`config.mk`:
```
export PLATFORM = sky130hd
export DESIGN_NAME = cc_cond_unit
export DESIGN_NICKNAME = d
export VERILOG_FILES = /design/src/rtl/y86_pkg.sv /design/src/rtl/cond_eval.sv /design/src/rtl/cc_cond_unit.sv
export SDC_FILE = /design/constraint.sdc
export NUM_CORES = 1
export LEC_CHECK = 0
export ABC_AREA = 0
export CAP_MARGIN = 20
export CORE_AREA = 10 10 100 102
export CTS_CLUSTER_SIZE = 30
export DETAILED_ROUTE_END_ITERATION = 7
export DIE_AREA = 0 0 110 112
export HOLD_SLACK_MARGIN = 0.12
export MAX_ROUTING_LAYER = met4
export PLACE_DENSITY = 0.77
export SLEW_MARGIN = 0
export SYNTH_ARGS = -nofsm -noshare
export SYNTH_HDL_FRONTEND = slang
export SYNTH_SLANG_ARGS = --single-unit
```
`constraint.sdc`:
```
create_clock -name clk -period 3.1 [get_ports clk]
set_input_delay 0.93 -clock clk [delete_from_list [all_inputs] [get_ports clk]]
set_output_delay 0.93 -clock clk [all_outputs]
set_load 0.05 [all_outputs]
```
`src/rtl/y86_pkg.sv`:
```
// Shared Y86-64 encodings, register IDs, condition codes and the E->M control payload.
package y86_pkg;

    localparam int unsigned ICODE_W = 4;
    localparam int unsigned IFUN_W  = 4;
    localparam int unsigned STAT_W  = 3;
    localparam int unsigned REG_W   = 4;
    localparam int unsigned CC_W    = 3;

    // Instruction codes
    localparam logic [ICODE_W-1:0] I_NOP    = 4'h1;
    localparam logic [ICODE_W-1:0] I_RRMOVQ = 4'h2;
    localparam logic [ICODE_W-1:0] I_OPQ    = 4'h6;
    localparam logic [ICODE_W-1:0] I_JXX    = 4'h7;

    // Status codes
    localparam logic [STAT_W-1:0] S_AOK = 3'd1;
    localparam logic [STAT_W-1:0] S_HLT = 3'd2;
    localparam logic [STAT_W-1:0] S_ADR = 3'd3;
    localparam logic [STAT_W-1:0] S_INS = 3'd4;

    localparam logic [REG_W-1:0] REG_NONE = 4'hF;

    // Condition function codes for jXX / cmovXX
    localparam logic [IFUN_W-1:0] C_YES = 4'd0;
    localparam logic [IFUN_W-1:0] C_LE  = 4'd1;
    localparam logic [IFUN_W-1:0] C_L   = 4'd2;
    localparam logic [IFUN_W-1:0] C_E   = 4'd3;
    localparam logic [IFUN_W-1:0] C_NE  = 4'd4;
    localparam logic [IFUN_W-1:0] C_GE  = 4'd5;
    localparam logic [IFUN_W-1:0] C_G   = 4'd6;

    // Condition-code bit positions
    localparam int unsigned ZF_B = 2;
    localparam int unsigned SF_B = 1;
    localparam int unsigned OF_B = 0;

    localparam logic [CC_W-1:0] CC_RESET = 3'b100;

    // Control part of the M pipeline register (valE is carried separately, its width is a parameter)
    typedef struct packed {
        logic [ICODE_W-1:0] icode;
        logic [STAT_W-1:0]  stat;
        logic               cnd;
        logic [REG_W-1:0]   dste;
    } m_ctl_t;

    localparam m_ctl_t M_CTL_BUBBLE = '{icode: I_NOP, stat: S_AOK, cnd: 1'b0, dste: REG_NONE};

endpackage

```
`src/rtl/cond_eval.sv`:
```
// Combinational jXX/cmovXX condition evaluator.
// Ports: cc_i (ZF/SF/OF), ifun_i (condition code) -> cnd_o (condition holds),
//        illegal_o (ifun outside the defined condition set).
module cond_eval
    import y86_pkg::*;
(
    input  logic [CC_W-1:0]   cc_i,
    input  logic [IFUN_W-1:0] ifun_i,
    output logic              cnd_o,
    output logic              illegal_o
);

    logic zf;
    logic sf;
    logic of_f;
    logic lt;

    assign zf   = cc_i[ZF_B];
    assign sf   = cc_i[SF_B];
    assign of_f = cc_i[OF_B];
    assign lt   = sf ^ of_f;

    // Condition table; undefined function codes evaluate false
    always_comb begin
        cnd_o     = 1'b0;
        illegal_o = 1'b0;
        case (ifun_i)
            C_YES:   cnd_o = 1'b1;
            C_LE:    cnd_o = lt | zf;
            C_L:     cnd_o = lt;
            C_E:     cnd_o = zf;
            C_NE:    cnd_o = ~zf;
            C_GE:    cnd_o = ~lt;
            C_G:     cnd_o = ~lt & ~zf;
            default: illegal_o = 1'b1;
        endcase
    end

endmodule

```
`src/rtl/cc_cond_unit.sv`:
```
// Y86-64 execute-stage condition-code register, jXX/cmov condition evaluation
// and E->M pipeline register with stall/bubble control.
// Optional feature macro: COND_ILLEGAL_TRAP_EN -- a jXX/cmov with an undefined
// condition function loads status INS into M (with Cnd=0, dstE=REG_NONE).
// Ports:
//   clk, rst               clock, synchronous active-high reset
//   E_icode/ifun/stat/dstE execute-stage instruction fields
//   e_valE, CCnew          ALU result and ALU flags
//   m_stat, W_stat         downstream status, gate the CC update
//   M_stall, M_bubble      M register hold / NOP insert
//   CC                     current condition codes
//   e_Cnd, e_dstE          combinational condition and squashed destination
//   M_*                    registered E->M payload
module cc_cond_unit
    import y86_pkg::*;
#(
    parameter int unsigned WORD_W = 64
)
(
    input  logic                clk,
    input  logic                rst,
    input  logic [ICODE_W-1:0]  E_icode,
    input  logic [IFUN_W-1:0]   E_ifun,
    input  logic [STAT_W-1:0]   E_stat,
    input  logic [REG_W-1:0]    E_dstE,
    input  logic [WORD_W-1:0]   e_valE,
    input  logic [CC_W-1:0]     CCnew,
    input  logic [STAT_W-1:0]   m_stat,
    input  logic [STAT_W-1:0]   W_stat,
    input  logic                M_stall,
    input  logic                M_bubble,
    output logic [CC_W-1:0]     CC,
    output logic                e_Cnd,
    output logic [REG_W-1:0]    e_dstE,
    output logic [ICODE_W-1:0]  M_icode,
    output logic [STAT_W-1:0]   M_stat,
    output logic                M_Cnd,
    output logic [REG_W-1:0]    M_dstE,
    output logic [WORD_W-1:0]   M_valE
);

    logic [CC_W-1:0]   cc_q;
    logic [CC_W-1:0]   cc_d;
    m_ctl_t            m_ctl_q;
    m_ctl_t            m_ctl_d;
    logic [WORD_W-1:0] m_vale_q;
    logic [WORD_W-1:0] m_vale_d;

    logic   cnd_raw;
    logic   cnd_illegal;
    logic   set_cc;
    m_ctl_t e_ctl;

    // Condition always comes from the registered flags, never from CCnew
    cond_eval u_cond_eval (
        .cc_i      (cc_q),
        .ifun_i    (E_ifun),
        .cnd_o     (cnd_raw),
        .illegal_o (cnd_illegal)
    );

    // The table already yields 0 for undefined codes; masking keeps that explicit
    assign e_Cnd  = cnd_raw & ~cnd_illegal;
    assign e_dstE = ((E_icode == I_RRMOVQ) && !e_Cnd) ? REG_NONE : E_dstE;
    assign set_cc = (E_icode == I_OPQ) && (m_stat == S_AOK) && (W_stat == S_AOK);

    // Payload that would be loaded into M this cycle
    always_comb begin
        e_ctl.icode = E_icode;
        e_ctl.stat  = E_stat;
        e_ctl.cnd   = e_Cnd;
        e_ctl.dste  = e_dstE;
`ifdef COND_ILLEGAL_TRAP_EN
        // Undefined condition on a jXX/cmov traps as an invalid instruction
        if (((E_icode == I_JXX) || (E_icode == I_RRMOVQ)) && cnd_illegal) begin
            e_ctl.stat = S_INS;
            e_ctl.cnd  = 1'b0;
            e_ctl.dste = REG_NONE;
        end
`endif
    end

    // CC update is independent of the M stall/bubble controls
    always_comb begin
        cc_d = cc_q;
        if (set_cc) begin
            cc_d = CCnew;
        end
    end

    // M register next state: stall beats bubble beats load
    always_comb begin
        m_ctl_d  = m_ctl_q;
        m_vale_d = m_vale_q;
        if (M_stall) begin
            m_ctl_d  = m_ctl_q;
            m_vale_d = m_vale_q;
        end else if (M_bubble) begin
            m_ctl_d  = M_CTL_BUBBLE;
            m_vale_d = '0;
        end else begin
            m_ctl_d  = e_ctl;
            m_vale_d = e_valE;
        end
    end

    always_ff @(posedge clk) begin
        if (rst) begin
            cc_q     <= CC_RESET;
            m_ctl_q  <= M_CTL_BUBBLE;
            m_vale_q <= '0;
        end else begin
            cc_q     <= cc_d;
            m_ctl_q  <= m_ctl_d;
            m_vale_q <= m_vale_d;
        end
    end

    assign CC      = cc_q;
    assign M_icode = m_ctl_q.icode;
    assign M_stat  = m_ctl_q.stat;
    assign M_Cnd   = m_ctl_q.cnd;
    assign M_dstE  = m_ctl_q.dste;
    assign M_valE  = m_vale_q;

endmodule

```
==> results of run 1 <==
## through the flow
stage / hold slack (ns) / std cells / worst slack (ns) / setup TNS (ns)
after global placement: 0.4877 / 556 / -0.5937 / -2.572
after global routing: 0.5336 / 569 / -0.2159 / -0.8372
after floorplan: 0.7405 / 292 / -0.1432 / -0.5730
after CTS: 0.5199 / 570 / -0.2242 / -0.8813
after detailed placement: 0.5004 / 556 / -0.6384 / -2.781
final: 0.5107 / 569 / -0.1626 / -0.6292
## state kept, by name, indices dropped and copies added (netlist names)
signal,flops
CC,3
M_Cnd,1
M_dstE,4
M_stat,3
M_valE,64
M_icode,4
## cells by family (layout without fill, tap and decap cells)
family | count (synthesis) | in the layout | synth area share, %
AO/OA/AOI/OAI | 82 | 82 | 22.99
XOR/XNOR | 1 | 1 | 0.3126
buffers and inverters | 30 | 202 | 4.286
flip-flops | 79 | 79 | 56.43
multiplexers | 2 | 2 | 0.7143
AND/OR/NAND/NOR | 98 | 98 | 15.27
## final cells by class
type	count	area (sq um)
Fill cell	690	3030
Timing Repair Buffer	186	1887
Sequential cell	79	1582
Multi-Input combinational cell	183	1181
Clock buffer	10	137.6
Tap cell	105	131.4
Clock inverter	4	95.09
Inverter	2	7.507
## what timing repair did
action                                  CTS  global route
pin swaps                                 3             3
resized for setup                        20             1
hold buffers                              0             0
endpoints found under the setup margin    5             4
## routing by layer
metal  GRT usage [%]  share of wire [%]  up-vias
met5               -                  0        -
met4           5.035                1.3        0
met3           5.536                9.3       12
met2           26.29                 49      114
met1           18.03                 40     1357
li1                -                  -     1364
## placed cells by master (no fill, tap or decap), types with 2 or more instances in the layout
cell             Yosys  routed
bufinv_16            0       3
mux2i_1              2       2
a211o_1              2       2
o21bai_1             3       2
nand2b_4             0       5
nor2b_1              2       2
a31oi_2              4       4
a211oi_4             0       2
nor3b_1              4       4
buf_12               0       6
buf_2                0       3
dfxtp_1             79      79
buf_4                0      10
nor2_1              78      77
nand2b_1             7       2
clkbuf_8             0      10
clkdlybuf4s50_1      0     164
a22oi_1             70      70
nor3_1               2       2
## worst max-delay path, cell delays in order
cell	delay, ns
buf_8	0.10
nand2b_4	0.14
a211oi_4	0.27
a211oi_4	0.06
or4_4	0.58
nand2b_4	0.12
buf_12	0.14
## report_power, final
group / switching (W) / total [W] / leakage (nW) / internal (W)
clock: 0.000350 / 0.000898 / 0.118 / 0.000547
sequential: 0.0000187 / 0.00107 / 0.645 / 0.00105
combinational: 0.000269 / 0.000499 / 1.15 / 0.000229
## final timing paths
path,startpoint,to,slack (ns),cells after the start
hold reg to reg,M_valE[60],M_valE[60],0.51,2
setup / recovery,E_ifun[0],e_dstE[3],-0.16,7
setup reg to reg,CC[1],M_dstE[2],1.09,6
hold / removal,M_valE[60],M_valE[60],0.51,2
==> flow_summary.json, run 1 <==
{
  "post_cts.repair.setup_buffers": 0,
  "die_h_um": 112,
  "synth-edff-count": 0,
  "ys.warnings.count": 0,
  "core-area_sq_um": 8051,
  "cts_buffers": 9,
  "ys_seq_elements": 79,
  "yosys-top-cells-area": "dfxtp_1, a22oi_1, nor2_1",
  "remaining_drc_errors": 0,
  "grt_max_degree": 47,
  "synthCells": 292,
  "synth_top_area_share_pct": 56.43,
  "crit_required_ns": 2.17,
  "die_w_um": 110,
  "post_drt_wl_per_cell_um": 17.60,
  "drt_iter0_drc": 101,
  "postLayoutCoreUtil_pct": 62.36,
  "layout-drive-gt1-share_pct": 10.78,
  "via_per_inst": 5.004,
  "synth_cell_types": 23,
  "vias": 2847,
  "antenna_found_initial": 0,
  "area_growth_pct": 79.15,
  "grt_pass1_wl_mm": 15.42,
  "track_usage_pct": 16.15,
  "hold_viol_final": 0,
  "fin_nets": 553,
  "cts.sinks": 79,
  "peakVddDrop_mv": 0.2665,
  "yosys-top-cells-count": "dfxtp_1, nor2_1, a22oi_1, clkbuf_1, nand2b_1",
  "worst-path-max-fanout": 5,
  "io_pins": 176,
  "wl_mm": 10.02,
  "crit_path_end_kind": "output port",
  "syn_nets": 384,
  "path_clk_slew_ns": 0.07,
  "status": "complete, but fails checks",
  "synth_area_sq_um": 2803,
  "worst_slack_ns": -0.1626,
  "grt_pass1_vias": 2907,
  "layout_min_cycle_time_ns": 3.263,
  "syn_area_per_cell_sq_um": 9.598,
  "power_w": 0.002467,
  "cts_tree": "built",
  "async_flop_share_pct": 0,
  "max_freq_mhz": 306.5,
  "violations": "setup timing",
  "final_area_sq_um": 5021,
  "p_leak_nw": 1.911,
  "startpoint_type": "input pin",
  "drt_first_pass_iters": 4,
  "path_class": "input pin to output port",
  "synth_flop_cell": "dfxtp_1",
  "dp_hpwl_mm": 7.445,
  "hold_class": "flop to flop",
  "crit_arrival_ns": 2.33,
  "fin_crit_sh_pct": 105.2,
  "insertion_delay_ns": 0.33,
  "fin_worst_skew_ns": 0.003573,
  "slew_viol_final": 0,
  "dieArea_sq_um": 12320,
  "power.density_nw_per_um2": 491.2,
  "gr-total-overflow": 0,
  "setup_viol": 4,
  "ys_seq_area_share_pct": 56.43,
  "cts_root_buffer": "clkbuf_8",
  "rsz0062_at_grt": "yes",
  "port_buffers": 175,
  "rows": 33,
  "synth_area_leader_cell": "dfxtp_1",
  "worst_pin_slew_ns": 0.8618,
  "h-tree-depth": 3,
  "antenna_left": 0,
  "dpl_cell_area_sq_um": 4766,
  "gp_congestion": 0.7715,
  "maxCapViolCount": 0,
  "clk_path_buf_depth": 2,
  "diodes": 0,
  "slew_headroom_pct": 42.54,
  "initial_core_util_pct": 34.81,
  "synth_most_common_cell": "dfxtp_1"
}
Power figures use the tool's default switching activity.
==> run 2: changes to the inputs <==
REMOVE_ABC_BUFFERS = 1   (was not set)
==> flow_summary.json, run 2 (synthesized netlist as in run 1, its figures left out) <==
{
  "port_buffers": 175,
  "largest_reg_flops": 64,
  "layout_commonest_cell": "clkdlybuf4s50_1",
  "remaining_drc_errors": 0,
  "worst_slack_ns": -0.05253,
  "wl_mm": 10.07,
  "grt_max_degree": 47,
  "tns_ns": -0.1894,
  "track_usage_pct": 16.25,
  "grt_pass1_vias": 2899,
  "hold_viol_final": 0,
  "worst-path-max-fanout": 5,
  "layout-drive-gt1-share_pct": 11.13,
  "antenna_found_initial": 0,
  "crit_arrival_ns": 2.22,
  "fin_crit_sh_pct": 101.7,
  "antenna_left": 0,
  "dieArea_sq_um": 12320,
  "die_w_um": 110,
  "maxCapViolCount": 0,
  "via_per_inst": 4.851,
  "clk_path_buf_depth": 2,
  "layout_min_cycle_time_ns": 3.153,
  "area_growth_pct": 78.48,
  "slew_viol_final": 0,
  "power.density_nw_per_um2": 476.9,
  "violations": "setup timing",
  "status": "complete, but fails checks",
  "final_cells": 572,
  "fin_nets": 555,
  "initial_core_util_pct": 34.81,
  "io_pins": 176,
  "p_leak_nw": 1.908,
  "post_drt_wl_per_cell_um": 17.60,
  "gp_congestion": 0.8195,
  "gr-total-overflow": 0,
  "power_w": 0.002386,
  "cts_hold_buf": 0,
  "dpl_cell_area_sq_um": 4723,
  "fillers": 698,
  "slew_headroom_pct": 62.39,
  "max_freq_mhz": 317.2,
  "path_clk_slew_ns": 0.08,
  "mostFrequentLayoutCells": "clkdlybuf4s50_1, dfxtp_1, nor2_1",
  "dp.cells": 556,
  "rows": 33,
  "startpoint_type": "input pin",
  "cts_tree": "built",
  "h-tree-depth": 3,
  "diodes": 0,
  "setup_viol": 4,
  "cts.sinks": 79,
  "final_area_sq_um": 5002,
  "core-area_sq_um": 8051,
  "postLayoutCoreUtil_pct": 62.13,
  "hold_class": "flop to flop",
  "fin_worst_skew_ns": 0.002964,
  "crit_path_end_kind": "output port",
  "grt_pass1_wl_mm": 15.39,
  "worst_pin_slew_ns": 0.5623,
  "cts_buffers": 9,
  "crit_required_ns": 2.17,
  "drt_first_pass_iters": 4,
  "insertion_delay_ns": 0.33,
  "die_h_um": 112,
  "peakVddDrop_mv": 0.2716,
  "path_class": "input pin to output port",
  "rsz0062_at_grt": "yes",
  "vias": 2775,
  "drt_iter0_drc": 97,
  "dp_hpwl_mm": 7.700,
  "cts_root_buffer": "clkbuf_8"
}
==> run 2: changes by cell type in the layout (fill, tap and decap cells not counted), sizes merged <==
cell and delta:
clkdlybuf4s50 -4, clkdlybuf4s15 -1, bufinv -1, buf +3, dlygate4sd2 +4, clkinvlp +2
==> run 2: layer usage <==
layer  part of all wire [%]  track usage, %
met1                     39           16.29
met2                     54           28.98
met3                    5.6           4.441
met4                    1.9           5.990
met5                      0               -
==> run 2: worst max-delay path, stage by stage <==
cell      delay (ns)
buf_6           0.10
nand2b_4        0.14
a211oi_4        0.22
a211oi_2        0.07
or4_4           0.51
nand2b_4        0.12
buf_12          0.13
==> run 2: per-stage QoR <==
stage	worst slack [ns]	hold WS, ns
finish	-0.05253	0.5133
global route	-0.09024	0.5402
CTS	-0.03827	0.5197
detailed placement	-0.7063	0.4981
global placement	-0.6490	0.4895
floorplan	-0.6262	0.7403
==> run 2: path summary, 6_finish.rpt <==
check             startpoint          to  slack, ns  cells after the start
setup / recovery   E_ifun[0]   e_dstE[3]      -0.05                      7
hold / removal    M_valE[51]  M_valE[51]       0.51                      2
setup reg to reg       CC[0]   M_dstE[3]       1.16                      7
hold reg to reg   M_valE[51]  M_valE[51]       0.51                      2
==> run 2: repair_timing <==
item / 4_1_cts / 5_1_grt
pin swaps: 4 / 0
gates cloned: 0 / 0
resized for setup: 27 / 3
endpoints found under the setup margin: 5 / 4
buffers inserted: 1 / 0
==> run 2: area by class of cell <==
type                       instances  area (sq um)  share of cell area [%]
tap                              105         131.4                   2.626
clock buffer                      10         127.6                   2.551
inverter                           2         7.507                  0.1501
multi-input combinational        183          1177                   23.54
timing repair buffer             188          1893                   37.84
sequential                        79          1582                   31.62
clock inverter                     5         83.83                   1.676
==> run 2: report_power, final <==
group	total [W]	leakage, nW	switching, W	internal [W]
Clock	0.000819	0.0986	0.000367	0.000451
Sequential	0.00107	0.645	0.0000189	0.00105
Combinational	0.000497	1.16	0.000269	0.000228
Total	0.00239	1.91	0.000655	0.00173
